==> config.mk <==
export PLATFORM = sky130hd
export DESIGN_NAME = clint_irq_ctrl
export DESIGN_NICKNAME = d
export VERILOG_FILES = /design/src/rtl/clint_irq_pkg.sv /design/src/rtl/clint_irq_core.sv /design/src/rtl/clint_irq_ctrl.sv
export SDC_FILE = /design/constraint.sdc
export NUM_CORES = 1
export LEC_CHECK = 0
export CAP_MARGIN = 20
export CORE_ASPECT_RATIO = 1.4
export CORE_MARGIN = 10
export CORE_UTILIZATION = 47
export DETAILED_ROUTE_END_ITERATION = 6
export PLACE_DENSITY = 0.78
export REMOVE_ABC_BUFFERS = 1
export SLEW_MARGIN = 0
export SYNTH_ARGS = -nofsm -noshare
export SYNTH_HDL_FRONTEND = slang
export SYNTH_HIERARCHICAL = 1
export SYNTH_SLANG_ARGS = --single-unit
==> constraint.sdc <==
create_clock -name clk -period 2.1 [get_ports clk]
set_input_delay 0.21 -clock clk [delete_from_list [all_inputs] [get_ports clk]]
set_output_delay 0.21 -clock clk [all_outputs]
set_load 0.01 [all_outputs]
==> src/rtl/clint_irq_pkg.sv <==
// clint_irq_pkg: register map, cause codes and FSM states shared by the CLINT interrupt delivery stage.
package clint_irq_pkg;
  localparam int ADDR_PENDING = 'h00;
  localparam int ADDR_ENABLE = 'h04;
  localparam int ADDR_COUNT_BASE = 'h10;
  localparam int COUNT_W = 16;
  localparam logic [3:0] CAUSE_MSI = 4'd3;
  localparam logic [3:0] CAUSE_MTI = 4'd7;
  typedef enum logic {IDLE = 1'b0, REQ = 1'b1} state_t;
  function automatic logic [31:0] strb_mask(input logic [3:0] s);
    for (int i = 0; i < 4; i++) strb_mask[8*i+:8] = {8{s[i]}};
  endfunction
endpackage

==> src/rtl/clint_irq_core.sv <==
// clint_irq_core: per-hart request/ack FSM, cause latch, pending-clear request and saturating delivery counter.
module clint_irq_core
  import clint_irq_pkg::*;
(
  input  logic               clk,
  input  logic               rst,
  input  logic [1:0]         pend,
  input  logic [1:0]         en,
  input  logic               ack,
  input  logic               cnt_clr,
  output logic               req,
  output logic [3:0]         cause,
  output logic [1:0]         clr,
  output logic [COUNT_W-1:0] count
);
  state_t state, state_n;
  logic sel, sel_n;
  logic [1:0] elig;
  assign elig = pend & en;
  assign req = state == REQ;
  assign cause = req ? (sel ? CAUSE_MTI : CAUSE_MSI) : 4'd0;
  always_ff @(posedge clk) begin
    if (rst) begin
      state <= IDLE;
      sel <= 1'b0;
      count <= '0;
    end else begin
      state <= state_n;
      sel <= sel_n;
      count <= cnt_clr ? '0 : (state == REQ && ack && count != '1) ? count + 1'b1 : count;
    end
  end
  // sel: 0 = software (bit 0), 1 = timer (bit 1); software wins when both are eligible
  always_comb begin
    state_n = state;
    sel_n = sel;
    clr = '0;
    if (state == IDLE) begin
      state_n = |elig ? REQ : IDLE;
      sel_n = |elig ? ~elig[0] : sel;
    end else if (ack) begin
      state_n = IDLE;
      clr = sel ? 2'b10 : 2'b01;
    end else if (!elig[sel]) begin
      state_n = IDLE;
    end
  end
endmodule

==> src/rtl/clint_irq_ctrl.sv <==
// clint_irq_ctrl: latches CLINT mtip/msip rising edges and delivers enabled interrupts per hart over a bus-programmed block.
module clint_irq_ctrl
  import clint_irq_pkg::*;
#(
  parameter int N_CORES = 1,
  parameter int ADDR_W = 16,
  parameter int DATA_W = 32
) (
  input  logic                   clk,
  input  logic                   reset,
  input  logic                   valid,
  input  logic [ADDR_W-1:0]      address,
  input  logic [DATA_W-1:0]      wdata,
  input  logic [DATA_W/8-1:0]    wstrb,
  output logic [DATA_W-1:0]      rdata,
  output logic                   ready,
  input  logic [N_CORES-1:0]     mtip,
  input  logic [N_CORES-1:0]     msip,
  output logic [N_CORES-1:0]     irq_req,
  output logic [4*N_CORES-1:0]   irq_cause,
  input  logic [N_CORES-1:0]     irq_ack
);
  localparam int P = 2 * N_CORES;
  localparam logic [DATA_W-1:0] PMASK = DATA_W'((64'd1 << P) - 64'd1);
  logic [DATA_W-1:0] pend, en, mask, rd, w1c;
  logic [ADDR_W-1:0] off;
  logic [N_CORES-1:0] mtip_q, msip_q;
  logic [P-1:0] rise, core_clr;
  logic [COUNT_W-1:0] cnt [N_CORES];
  logic wr;
  assign wr = valid && |wstrb;
  assign off = address & ~ADDR_W'(3);
  assign mask = strb_mask(wstrb);
  assign w1c = wr && off == ADDR_W'(ADDR_PENDING) ? wdata & mask : '0;
  for (genvar g = 0; g < N_CORES; g++) begin : g_core
    assign rise[2*g] = msip[g] & ~msip_q[g];
    assign rise[2*g+1] = mtip[g] & ~mtip_q[g];
    clint_irq_core u_core (
      .clk(clk),
      .rst(reset),
      .pend(pend[2*g+:2]),
      .en(en[2*g+:2]),
      .ack(irq_ack[g]),
      .cnt_clr(wr && off == ADDR_W'(ADDR_COUNT_BASE + 4 * g)),
      .req(irq_req[g]),
      .cause(irq_cause[4*g+:4]),
      .clr(core_clr[2*g+:2]),
      .count(cnt[g])
    );
  end
  always_comb begin
    rd = off == ADDR_W'(ADDR_PENDING) ? pend : off == ADDR_W'(ADDR_ENABLE) ? en : '0;
    for (int k = 0; k < N_CORES; k++)
      rd = off == ADDR_W'(ADDR_COUNT_BASE + 4 * k) ? DATA_W'(cnt[k]) : rd;
  end
  // a new rising edge is OR-ed in last so it beats a same-cycle W1C or ack clear
  always_ff @(posedge clk) begin
    if (reset) begin
      mtip_q <= '0;
      msip_q <= '0;
      pend <= '0;
      en <= '0;
      ready <= 1'b0;
      rdata <= '0;
    end else begin
      mtip_q <= mtip;
      msip_q <= msip;
      ready <= valid;
      rdata <= valid && !wr ? rd : '0;
      pend <= (pend & ~w1c & ~DATA_W'(core_clr)) | DATA_W'(rise);
      en <= wr && off == ADDR_W'(ADDR_ENABLE) ? ((en & ~mask) | (wdata & mask)) & PMASK : en;
    end
  end
endmodule

==> results_dict.tcl <==
set metrics [dict create \
    outcome "finished, final reports clean" \
    final_common_cell "clkdlybuf4s50_1" \
    grt_use_total_pct 15.2 \
    cts_tree "built" \
    finalSetupTns_ns 0 \
    drc 0 \
    period_needed_ns 1.80 \
    rr_startpoint "g_core[0].u_core/req" \
    drt-total-wl_mm 8.36 \
    grt_pass1_wl_mm 13.8 \
    yosys_warnings 6 \
    cts_setup_buffers 0 \
    vias 2853 \
    cts_resized 0 \
    dpl.hpwl_mm 6.53 \
    clkSinkCount 87 \
    root_buffer "clkbuf_8" \
    setup_viol 0 \
    tightest_slew_ns 0.507 \
    clockBufferDepth 2 \
    cts_buffers 9 \
    fin_crit_sh_pct 85.8 \
    critical_path_required_ns 2.33 \
    antenna-diode-count 0 \
    endpoint "g_core[0].u_core/count[6]" \
    postRouteAntennaNets 0 \
    ys_seq_area_share_pct 51.0 \
    vdd_drop_max_mv 0.343 \
    timing.fmax_mhz 555 \
    dr.first_iter.drc_count 89 \
    synth-seq-cells 87 \
    crit_buf_inv 1 \
    cts_hold_buf 0 \
    syn_area_per_cell_sq_um 10.1 \
    wl_per_cell_um 15.4 \
    avgViaCountPerCell 5.25 \
    cellLeakagePower_uw 0.00179 \
    grt_max_degree 25 \
    nets 503 \
    ys_types 50 \
    port_buffers 92 \
    drv_slew 0 \
    async_reset_ff_share_pct 0 \
    final_hold_viol_count 0 \
    max_stage_delay_ns 0.56 \
    layout_common_cells "clkdlybuf4s50_1, dfxtp_1, a21oi_1, nand2b_1, and2_1" \
    cp_cell_sequence "clkdlybuf4s50_1, or4_1, nor4_1, nor2_1, o311ai_0, o41ai_1" \
    postPlaceCellArea_sq_um 4530 \
    worstReg2RegEnd "g_core[0].u_core/count[15]" \
    io_pins 96 \
    clkTransAtPathRegs_ns 0.08 \
    drv_cap 0 \
    core_area_sq_um 7030 \
    grt_pass1_vias 2792 \
    synthFlopType "dfxtp_1" \
    critPathMaxFanout 6 \
    final_area_sq_um 4700 \
    rsz0062_at_grt "no" \
    hold_path_class "in -> reg" \
    finalClockSkew_ns 0.00553 \
    htreeDepth 3 \
    dieArea_sq_um 11100 \
    cp-start-kind "primary input" \
    fillCellCount 586 \
    antenna_found_initial 0 \
    synthesis.area_sq_um 3420 \
    synth_edf_count 0 \
    dr.pass1.iters 4 \
    start_util_pct 48.6 \
    pre_cts_ws_ns -0.102 \
    max-slew-margin-rel_pct 66.0 \
    rr_worst_depth 4 \
    clock_latency_ns 0.36 \
    overflow 0 \
    dieWidth_um 92.1 \
    crit_start "address[10]" \
    cp_slowest_cell "or4_1" \
    setup.worst_path.end_class "flip-flop" \
    place_congestion 0.821 \
    rows 36 \
    cp_top_family "simple AND/OR/NAND/NOR gates" \
    path_depth 6 \
    drive_gt1_share_pct 11.8 \
    path_class "in -> reg" \
    syn_inst 339 \
    ff2ff_setup_slack_ns 0.37 \
    arrival_ns 2.04 \
    power_density_nw_per_um2 612 \
    die_h_um 121 \
    fin_ws_ns 0.298 \
    syn2layout_area_growth_pct 37.4 \
]
through the flow:
| step | utilization (%) | std cells | hold slack [ns] | power (uW) |
|---|---|---|---|---|
| floorplan | - | 321 | 0.279 | 1730 |
| global placement | 64.4 | 528 | 0.429 | 1890 |
| detailed placement | 64.4 | 528 | 0.436 | 1890 |
| CTS | 66.9 | 543 | 0.382 | 2900 |
| global route | 66.9 | 543 | 0.390 | 2990 |
| finish | 66.9 | 543 | 0.388 | 2880 |
layout make-up:
class | count | area [sq um] | share of cell area, %
clock inverter | 6 | 47.5 | 1.01
multi-input combinational | 230 | 1570 | 33.4
clock buffer | 9 | 124 | 2.64
timing repair buffer | 112 | 1080 | 23.1
inverter | 4 | 15.0 | 0.320
sequential | 87 | 1740 | 37.1
tap | 95 | 119 | 2.53
registers in the layout (all words and copies together) (netlist names), named ones only:
signal,cells
g_core.u_core/req,1
g_core.u_core/count,16
pend,32
ready,1
rdata,32
msip_q,1
mtip_q,1
g_core.u_core/sel,1
cells in the mapped netlist (all sizes together), types with 2 or more instances:
cell type / n / area share, %
nand2: 15 / 1.7
and3: 2 / 0.37
and2: 20 / 3.7
nand4: 7 / 1.6
nand3: 9 / 1.7
dfxtp: 87 / 51
nor2: 10 / 1.1
inv: 4 / 0.44
nor2b: 6 / 1.1
nor4bb: 4 / 1.2
or4: 7 / 1.5
or3: 5 / 0.92
clkbuf: 5 / 0.55
o41ai: 2 / 0.51
a21oi: 43 / 6.3
and4: 5 / 1.4
nand2b: 32 / 5.9
nor3: 6 / 1.5
o21ai: 10 / 1.5
o31ai: 5 / 1.1
buf: 13 / 2.6
mux2i: 4 / 1.2
o21a: 3 / 0.66
a22o: 14 / 3.6
o211ai: 2 / 0.44
nor4: 7 / 3.0
worst min path at each step:
| stage | slack, ns | depth (start not counted) | start | endpoint |
|---|---|---|---|---|
| after detailed placement | 0.44 | 2 | pend[20] | pend[20] |
| after floorplan | 0.28 | 1 | reset | pend[0] |
| final | 0.39 | 2 | wdata[17] | pend[17] |
| after global routing | 0.39 | 2 | wdata[21] | pend[21] |
| after CTS | 0.38 | 2 | wdata[17] | pend[17] |
| after global placement | 0.43 | 2 | pend[28] | pend[28] |
cell families after synthesis:
family	Yosys count	share of synthesized area [%]
mux	4	1.17
simple gates	140	28.5
buf+inv	22	3.55
xor+xnor	1	0.256
other cells	1	0.110
flops	87	51.0
compound gates	83	15.1
fa+ha+maj	1	0.366
per-layer routing:
| metal | track usage, % | wire, um | vias up |
|---|---|---|---|
| met5 | 0 | 0 | - |
| met2 | 27.5 | 4490 | 68 |
| li1 | - | - | 1423 |
| met3 | 3.90 | 344 | 9 |
| met1 | 16.3 | 3390 | 1353 |
| met4 | 6.48 | 138 | 0 |
power breakdown:
| group | switching [uW] | internal [uW] |
|---|---|---|
| combinational | 62.0 | 131 |
| sequential | 3.05 | 1650 |
| clock | 597 | 431 |
(Power assumes the default switching activity.)
